===== config.mk =====
export PLATFORM = sky130hd
export DESIGN_NAME = jtag_scan_master
export DESIGN_NICKNAME = d
export VERILOG_FILES = /design/src/rtl/jtag_pkg.sv /design/src/rtl/tck_gen.sv /design/src/rtl/jtag_scan_master.sv
export SDC_FILE = /design/constraint.sdc
export NUM_CORES = 1
export LEC_CHECK = 0
export ABC_AREA = 0
export BUFFER_PORTS_ARGS = -buffer_cell sky130_fd_sc_hd__buf_4
export CORE_MARGIN = 4
export CORE_UTILIZATION = 60
export CTS_CLUSTER_DIAMETER = 40
export DETAILED_ROUTE_END_ITERATION = 10
export PLACE_DENSITY = 0.93
export SLEW_MARGIN = 20
export SYNTH_ARGS = -nofsm -noshare
export SYNTH_HDL_FRONTEND = slang
export SYNTH_SLANG_ARGS = --single-unit

===== constraint.sdc =====
create_clock -name clk -period 11.38 [get_ports clk]
set_input_delay 1.138 -clock clk [delete_from_list [all_inputs] [get_ports clk]]
set_output_delay 1.138 -clock clk [all_outputs]
set_load 0.005 [all_outputs]

===== src/rtl/jtag_pkg.sv =====
// Shared definitions for the JTAG scan master: sequencer states, IR opcodes
// and the TCK pulse count of each fixed-length phase.
package jtag_pkg;

    localparam int IR_W = 4;

    localparam logic [IR_W-1:0] IR_SAMPLE   = 4'h1;
    localparam logic [IR_W-1:0] IR_EXTEST   = 4'h2;
    localparam logic [IR_W-1:0] IR_INTEST   = 4'h3;
    localparam logic [IR_W-1:0] IR_RUNBIST  = 4'h4;
    localparam logic [IR_W-1:0] IR_IDCODE   = 4'h7;
    localparam logic [IR_W-1:0] IR_USERCODE = 4'h8;
    localparam logic [IR_W-1:0] IR_BYPASS   = 4'hF;

    typedef enum logic [3:0] {
        IDLE,
        TLR,
        IR_HDR,
        IR_SHIFT,
        IR_TAIL,
        DR_HDR,
        DR_SHIFT,
        DR_TAIL,
        FIN
    } state_t;

    // Pulses spent in each fixed-length phase; DR_SHIFT length comes from the command.
    function automatic logic [5:0] fixed_pulses(input state_t s);
        case (s)
            TLR:      return 6'd6;
            IR_HDR:   return 6'd4;
            IR_SHIFT: return 6'(IR_W);
            IR_TAIL:  return 6'd2;
            DR_HDR:   return 6'd3;
            DR_TAIL:  return 6'd2;
            default:  return 6'd1;
        endcase
    endfunction

endpackage


===== src/rtl/tck_gen.sv =====
// TCK generator: toggles TCK every CLK_DIV clk cycles while enabled and
// flags the clk cycle in which TCK is about to rise or fall.
module tck_gen #(
    parameter int CLK_DIV = 2
) (
    input  logic clk,
    input  logic rst,
    input  logic en,
    output logic tck,
    output logic tck_rise,
    output logic tck_fall
);

    localparam logic [7:0] TERM = 8'(CLK_DIV - 1);

    logic [7:0] div_cnt;
    logic       tick;

    assign tick     = en && (div_cnt == TERM);
    assign tck_rise = tick && !tck;
    assign tck_fall = tick && tck;

    always_ff @(posedge clk or posedge rst) begin
        if (rst) begin
            div_cnt <= '0;
            tck     <= 1'b0;
        end else if (!en) begin
            div_cnt <= '0;
            tck     <= 1'b0;
        end else if (tick) begin
            div_cnt <= '0;
            tck     <= ~tck;
        end else begin
            div_cnt <= div_cnt + 8'd1;
        end
    end

endmodule


===== src/rtl/jtag_scan_master.sv =====
// JTAG scan master: optional Test-Logic-Reset, IR load, then a DR scan of up
// to DR_MAX bits, with the captured TDO bits returned right-aligned on dr_out.
module jtag_scan_master
    import jtag_pkg::*;
#(
    parameter int CLK_DIV = 2,
    parameter int DR_MAX  = 32
) (
    input  logic              clk,
    input  logic              rst,
    input  logic              start,
    input  logic              reset_tap,
    input  logic [IR_W-1:0]   ir_code,
    input  logic [5:0]        dr_len,
    input  logic [DR_MAX-1:0] dr_in,
    output logic              busy,
    output logic              done,
    output logic [DR_MAX-1:0] dr_out,
    output logic              TCK,
    output logic              TMS,
    output logic              TDI,
    input  logic              TDO
);

    localparam logic [5:0] LEN_MAX = 6'(DR_MAX);

    state_t            state, state_nxt;
    logic [5:0]        cnt, cnt_nxt;
    logic [5:0]        limit;
    logic              last;
    logic [IR_W-1:0]   ir_q;
    logic [5:0]        len_q, len_clamped;
    logic [DR_MAX-1:0] dr_q, cap, dr_sel;
    logic              tck_rise, tck_fall;
    logic              accept, advance;
    logic              tms_nxt, tdi_nxt;

    tck_gen #(.CLK_DIV(CLK_DIV)) u_tck_gen (
        .clk      (clk),
        .rst      (rst),
        .en       (busy),
        .tck      (TCK),
        .tck_rise (tck_rise),
        .tck_fall (tck_fall)
    );

    assign accept      = start && !busy;
    assign advance     = busy && tck_fall;
    assign len_clamped = ({26'd0, dr_len} > 32'(DR_MAX)) ? LEN_MAX : dr_len;

    always_ff @(posedge clk or posedge rst) begin
        if (rst) begin
            state <= IDLE;
            cnt   <= '0;
        end else begin
            state <= state_nxt;
            cnt   <= cnt_nxt;
        end
    end

    // cnt is the pulse index inside the current phase; phases advance on TCK falls.
    always_comb begin
        state_nxt = state;
        cnt_nxt   = cnt;
        limit     = (state == DR_SHIFT) ? len_q : fixed_pulses(state);
        last      = (cnt == limit - 6'd1);
        if (!busy) begin
            cnt_nxt = '0;
            if (accept) state_nxt = reset_tap ? TLR : IR_HDR;
            else        state_nxt = IDLE;
        end else if (tck_fall) begin
            if (!last) begin
                cnt_nxt = cnt + 6'd1;
            end else begin
                cnt_nxt = '0;
                case (state)
                    TLR:      state_nxt = IR_HDR;
                    IR_HDR:   state_nxt = IR_SHIFT;
                    IR_SHIFT: state_nxt = IR_TAIL;
                    IR_TAIL:  state_nxt = (len_q == 6'd0) ? FIN : DR_HDR;
                    DR_HDR:   state_nxt = DR_SHIFT;
                    DR_SHIFT: state_nxt = DR_TAIL;
                    DR_TAIL:  state_nxt = FIN;
                    default:  state_nxt = IDLE;
                endcase
            end
        end
    end

    // TMS/TDI are computed for the pulse about to start and registered on its launch.
    always_comb begin
        busy    = (state != IDLE) && (state != FIN);
        done    = (state == FIN);
        tms_nxt = 1'b0;
        tdi_nxt = 1'b0;
        dr_sel  = dr_q >> cnt_nxt;
        case (state_nxt)
            TLR:      tms_nxt = (cnt_nxt < 6'd5);
            IR_HDR:   tms_nxt = (cnt_nxt < 6'd2);
            IR_SHIFT: begin
                tms_nxt = (cnt_nxt == 6'(IR_W - 1));
                tdi_nxt = ir_q[cnt_nxt[1:0]];
            end
            IR_TAIL, DR_HDR, DR_TAIL: tms_nxt = (cnt_nxt == 6'd0);
            DR_SHIFT: begin
                tms_nxt = (cnt_nxt == len_q - 6'd1);
                tdi_nxt = dr_sel[0];
            end
            default: ;
        endcase
    end

    always_ff @(posedge clk or posedge rst) begin
        if (rst) begin
            ir_q   <= '0;
            len_q  <= '0;
            dr_q   <= '0;
            cap    <= '0;
            dr_out <= '0;
            TMS    <= 1'b1;
            TDI    <= 1'b0;
        end else begin
            if (accept) begin
                ir_q  <= ir_code;
                len_q <= len_clamped;
                dr_q  <= dr_in;
                cap   <= '0;
            end else if (busy && tck_rise && state == DR_SHIFT) begin
                cap <= cap | ({{(DR_MAX-1){1'b0}}, TDO} << cnt);
            end
            if (accept || advance) begin
                TMS <= tms_nxt;
                TDI <= tdi_nxt;
            end
            if (busy && state_nxt == FIN) dr_out <= cap;
        end
    end

endmodule


---- Word-level counts from Yosys, hierarchy flattened ----
Cells that the tools add are included.
storage, ports and cells
  flip-flop bits (word level) ............. 127
  output and inout port bits .............. 37
  word-level logic and storage cells ...... 87
  bits of input ports ..................... 47
cells by class
  bitwise gates (word level) .............. 2
  equal/unequal tests ..................... 22
  add/subtract/negate cells ............... 4
  shifts and indexed selects .............. 2
  reduce and logical (&&, ||, !) cells .... 19
  muxes and demuxes ....................... 23
  magnitude comparators ................... 4
operator list
  cell                   count
  $mux W32               2
  $eq A4 B3 Y1 const B   8
  $or A32 B32 Y32        1
  $shl A1 B6 Y32         1
  $shr A32 B6 Y1         1
  $mux W6                5
  $pmux W4 S7            1
  $eq A4 B2 Y1 const B   4
  $mux W4                4
  $mux W8                2
  $eq A6 B6 Y1           2
  $logic_not A6 Y1       2
  $pmux W3 S4            1
  $sub A6 B1 Y6 const B  2
  $logic_and A1 B1 Y1    9
  $add A8 B1 Y8 const B  1
  $eq A4 B1 Y1 const B   2
  $eq A4 B4 Y1 const B   2
  $eq A8 B1 Y1 const B   1
  $add A6 B1 Y6 const B  1
  $eq A6 B2 Y1 const B   1
  $gt A6 B6 Y1 const B   1
  $lt A6 B2 Y1 const B   1
  $lt A6 B3 Y1 const B   1
  other kinds (15)       20

---- Longest topological paths before layout ----
  depth in word-level cells ............... 12
  mapped depth ............................ 17
  depth with buffers taken out ............ 15

---- Cells and area by module ----
From an unflattened synthesis, not the netlist that was laid out.
second synthesis, totals
  cells, all modules ...................... 659
  area total of the unflattened synthesis .. 6184.7 µm²
modules (own cells, without submodules)
  module            instances  sequential area each (µm²)  cells an instance  area an instance (µm²)
  jtag_scan_master  1          2954.1                      612                5738.0
  tck_gen           1          225.2                       47                 446.7

---- Worst setup path after synthesis ----
Ideal clock, no wire load.
  path kind ............................... reg-to-reg
  start point ............................. register state[0]
  end point ............................... register TMS
  clock period less this slack ............ 3.610 ns
  library setup time ...................... 0.091 ns
  data arrival time ....................... 3.520 ns
  required time ........................... 11.289 ns
  buffers on the path ..................... 2
  slack ................................... 7.770 ns
  stages on the path, launching flop included .. 16
  cell sequence ........................... dfrtp_1 > buf_2 > xnor2_1 > a211oi_1 > ha_1 > inv_1 > o311ai_0 > nand3_1 > a2111oi_4 > buf_6 > mux2i_1 > nand3_1 > nand4_2 > nor2_1 > o32a_1 > o31ai_1
between the ends
  cells in the longest elaborated chain, start to end .. 12
  elaborated cells on any way between the ends .. 44
  classes of those cells .................. 1 x add/sub; 2 x order compare; 18 x eq/ne; 11 x mux; 12 x reduce/logical
RTL lines
  element                                       RTL line                                RTL
  start, declared                               jtag_scan_master.sv:27                  state_t state, state_nxt;
  start signal, assigned                        jtag_scan_master.sv:56                  state <= state_nxt;
  $eq A4 B3 Y1 or $eq A4 B2 Y1 (tied branches)  jtag_pkg.sv:29, jtag_scan_master.sv:76
  $reduce_or A2 Y1 (no source line)             -
  $pmux W3 S4                                   jtag_pkg.sv:29                          case (s)
  $mux W6                                       jtag_scan_master.sv:65                  limit = (state == DR_SHIFT) ? len_q : fixed_pulses(state);
  $sub A6 B1 Y6                                 jtag_scan_master.sv:66                  last = (cnt == limit - 6'd1);
  $eq A6 B6 Y1                                  jtag_scan_master.sv:66
  $mux W4                                       jtag_scan_master.sv:72                  if (!last) begin
  $mux W4                                       jtag_scan_master.sv:71                  end else if (tck_fall) begin
  $mux W4 *                                     jtag_scan_master.sv:67                  if (!busy) begin
  net state_nxt[2]                              jtag_scan_master.sv:27
  $eq A4 B3 Y1                                  jtag_scan_master.sv:97                  case (state_nxt)
  $reduce_or A3 Y1                              jtag_scan_master.sv:97
  $pmux W1 S5 *                                 jtag_scan_master.sv:97
  end signal, assigned                          jtag_scan_master.sv:132                 TMS <= tms_nxt;
  end, declared                                 jtag_scan_master.sv:20                  output logic TMS,
Mark *: on every way through the listed nets, which the timed path passes. The rest lies on a longest branch.
A chain may end at the register's enable or synchronous reset.

---- Worst setup path after layout ----
  start point ............................. register state[0]
  end point ............................... register TDI
between the ends
  cells in the longest elaborated chain, start to end .. 12
  elaborated cells on any way between the ends .. 36
  classes of those cells .................. 1 x add/sub; 11 x eq/ne; 1 x shift; 13 x mux; 10 x reduce/logical
RTL lines
  element                                                                 RTL line                 RTL
  $eq A4 B3 Y1 or $eq A4 B2 Y1 (tied branches)                            jtag_pkg.sv:29
  $reduce_or A2 Y1 (no source line)                                       -
  $pmux W3 S4                                                             jtag_pkg.sv:29
  $mux W6                                                                 jtag_scan_master.sv:65
  $sub A6 B1 Y6                                                           jtag_scan_master.sv:66
  $eq A6 B6 Y1                                                            jtag_scan_master.sv:66
  $mux W6                                                                 jtag_scan_master.sv:72
  $mux W6                                                                 jtag_scan_master.sv:71
  $mux W6 *                                                               jtag_scan_master.sv:67
  net cnt_nxt[0]                                                          jtag_scan_master.sv:28   logic [5:0] cnt, cnt_nxt;
  parallel branches: the longest is 2 deep, another holds $shr A32 B6 Y1  -
  $pmux W1 S2 *                                                           jtag_scan_master.sv:97
  end signal, assigned                                                    jtag_scan_master.sv:133  TDI <= tdi_nxt;
  end, declared                                                           jtag_scan_master.sv:21   output logic TDI,
Mark *: on every way through the listed nets, which the timed path passes. The select of a mux whose other input is x is not followed.

==> flow_summary.yaml <==
setup_path:
  endpoint_kind: "flop"
  critPathKind: "reg -> reg"
  path_max_fanout: 14
  critPathRequiredTime_ns: 11.79
  worstPathArrival_ns: 5.45
  cp-start-kind: "flop"
cts:
  postCtsHoldBufs: 0
  cts_sinks: 127
  h-tree-depth: 4
  ctsLongestPathBuffers: 2
  worst_skew_pair.late_latency_ns: 0.53
  cts-resized-gates: 0
  post_cts_buffers: 0
  tritoncts: "built"
  path_clk_slew_ns: 0.06
  cts_buffers: 17
  root_buffer: "clkbuf_8"
floorplanning:
  die_w_um: 108
  die_area_um2: 11700
  core_area_um2: 9770
  rows: 36
  io_pins: 84
  start_util_pct: 61.9
  die_y_um: 108
yosys:
  synth_nets: 673
  yosysTopAreaCell: "dfrtp_1"
  ys_seq_area_share_pct: 52.6
  synthesis.area_um2: 6050
  synthTopCellsByArea: "dfrtp_1, nand2_1, mux2_2, nor2_1, a21oi_1"
  yosys_warnings: 0
  ys.flop_type: "dfrtp_1"
  avgSynthCellArea_um2: 9.74
  synth-edff-count: 0
  synthCells: 621
  synth-seq-cells: 127
  synth_top_area_share_pct: 52.2
  async_flop_share_pct: 100
  synth.distinct_cells: 65
min_path:
  hold_class: "reg -> reg"
grt:
  grt_pass1_wl_um: 25500
  antenna_found_initial: 0
  grt_max_degree: 96
  first_global_vias: 5158
  track_usage_pct: 27.9
  overflow: 0
layout:
  drive_above_1_share_pct: 23.8
  antenna_cells: 0
  area_growth_pct: 21.8
  fillers: 616
  finalNetCount: 749
  fin_area_um2: 7360
timing:
  finalHoldViolations: 0
  drv_slew: 0
  hold_slack_ns: 0.483
  max_freq_ghz: 0.199
  slew_headroom_pct: 37.4
  final.min_clock_period_ns: 5.03
  setup_slack_ns: 6.35
  fin_tns_setup_ns: 0
  clock_skew_ns: 0.00712
  setup_viol: 0
  rsz0062_at_grt: "no"
  tightestPinTransition_ns: 0.939
  period_share_pct: 44.2
routing:
  vias: 5068
  drcViolationCount: 0
  wl_per_cell_um: 18.5
  ant_nets: 0
  drtPass1Iterations: 6
  drt_iter0_markers: 476
  vias_per_cell: 6.01
  wirelength_um: 15600
pwr:
  ir_drop_mv: 0.135
  powerDensity_nw_per_um2: 141
  p_leak_uw: 0.00373
placed_design:
  dpl-instance-area_um2: 6750
  gp_congestion: 0.908
  post-place-ws_ns: 6.60
  port_buffers: 83
  hpwl_um: 9930
run_status:
  status: "finished, final reports clean"
flow_run:
  maxCapViolCount: 0
==> power breakdown <==
part / internal, uW / switching, uW / total, uW
combinational: 10.8 / 11.9 / 22.6
clock: 345 / 218 / 563
sequential: 452 / 0 / 452
==> worst paths after layout <==
path / slack, ns / to / from / cells past startpoint
setup / recovery: 6.35 / TDI / state[0] / 14
setup reg to reg: 6.35 / TDI / state[0] / 14
max in group asynchronous: 9.61 / dr_q[25] / rst / 3
min in group asynchronous: 0.61 / u_tck_gen.div_cnt[4] / rst / 2
hold reg to reg: 0.48 / dr_q[6] / dr_q[6] / 2
hold / removal: 0.48 / dr_q[6] / dr_q[6] / 2
==> cells in the mapped netlist (4+ instances only) <==
cell type and n:
nand2_1 143, o21ai_0 12, nor3_1 7, nand3b_1 7
a221oi_1 4, xor2_1 15, inv_1 16, nor4_1 8
xnor2_1 12, mux2i_1 11, a21oi_1 37, nand3_1 6
mux2_2 33, ha_1 5, a31oi_1 5, nand2b_1 7
clkbuf_1 23, dfrtp_1 126, nor2_1 67, and2_1 4
a211oi_1 5
==> cell usage in the layout, fill, tap and decap left out, drive strengths merged, types with 4 or more instances in the layout <==
cell type,synthesis,final
nand3b,7,7
xor2,15,15
a31oi,5,5
mux2i,11,11
clkbuf,23,19
nor2,68,68
nand2,143,143
nand4,4,4
nor4,10,10
and2,5,5
ha,5,5
a21oi,37,37
a211oi,5,5
dfrtp,126,126
o21ai,14,14
nor3,7,7
mux2,34,34
or2,4,4
nand2b,7,7
xnor2,12,12
buf,8,88
inv,18,23
nand3,7,7
a221oi,5,5
==> through the flow <==
step / total power, uW / cells / util, %
3_5_place_dp: 483 / 811 / 69.0
4_1_cts: 1040 / 843 / 75.3
3_3_place_gp: 482 / 811 / 69.0
6_report: 1040 / 843 / 75.3
2_1_floorplan: 467 / 621 / -
5_1_grt: 1060 / 843 / 75.3
==> metal layers <==
layer	GRT usage [%]	part of all wire [%]
met4	11.8	3.0
met2	47.2	50
met1	34.4	39
met3	6.87	7.6
met5	0	0
==> worst max-delay path, cell delays in order (launching register included) <==
cell	delay, ns
dfrtp_1	0.59
and4b_1	0.26
a211oi_1	0.34
ha_1	0.30
inv_1	0.06
o311ai_0	0.42
nand3_1	0.24
a2111oi_4	0.88
nand2b_1	0.47
inv_2	0.19
mux2i_1	0.20
mux2i_1	0.10
a2111oi_0	0.59
or4_1	0.20
o21ai_1	0.06
==> cells by family after synthesis <==
kind of cell / Yosys count / share of synthesized area [%]
AND/OR/NAND/NOR: 277 / 20.9
flip-flops: 127 / 52.6
adder cells (fa/ha/maj): 5 / 1.03
multiplexers: 45 / 8.15
XOR/XNOR: 27 / 3.91
AO/OA/AOI/OAI: 91 / 10.1
buffers and inverters: 49 / 3.35
==> sequential cells by signal (all words and copies together) (netlist names) <==
register and cells:
cap 32, TMS 1, len_q 6, TDI 1, dr_out 32, cnt 6, ir_q 4, u_tck_gen.div_cnt 8
u_tck_gen.tck 1, state 4, dr_q 32
==> cell type report <==
type | instances | area [um2] | area share (%)
clock buffers | 19 | 432 | 5.86
clock inverters | 13 | 178 | 2.41
inverters | 18 | 70.1 | 0.952
multi-input cells | 445 | 2670 | 36.3
flip-flops and latches | 127 | 3180 | 43.2
well taps | 133 | 166 | 2.26
repair buffers | 88 | 664 | 9.03
No activity file was read; power rests on OpenSTA's default activity.
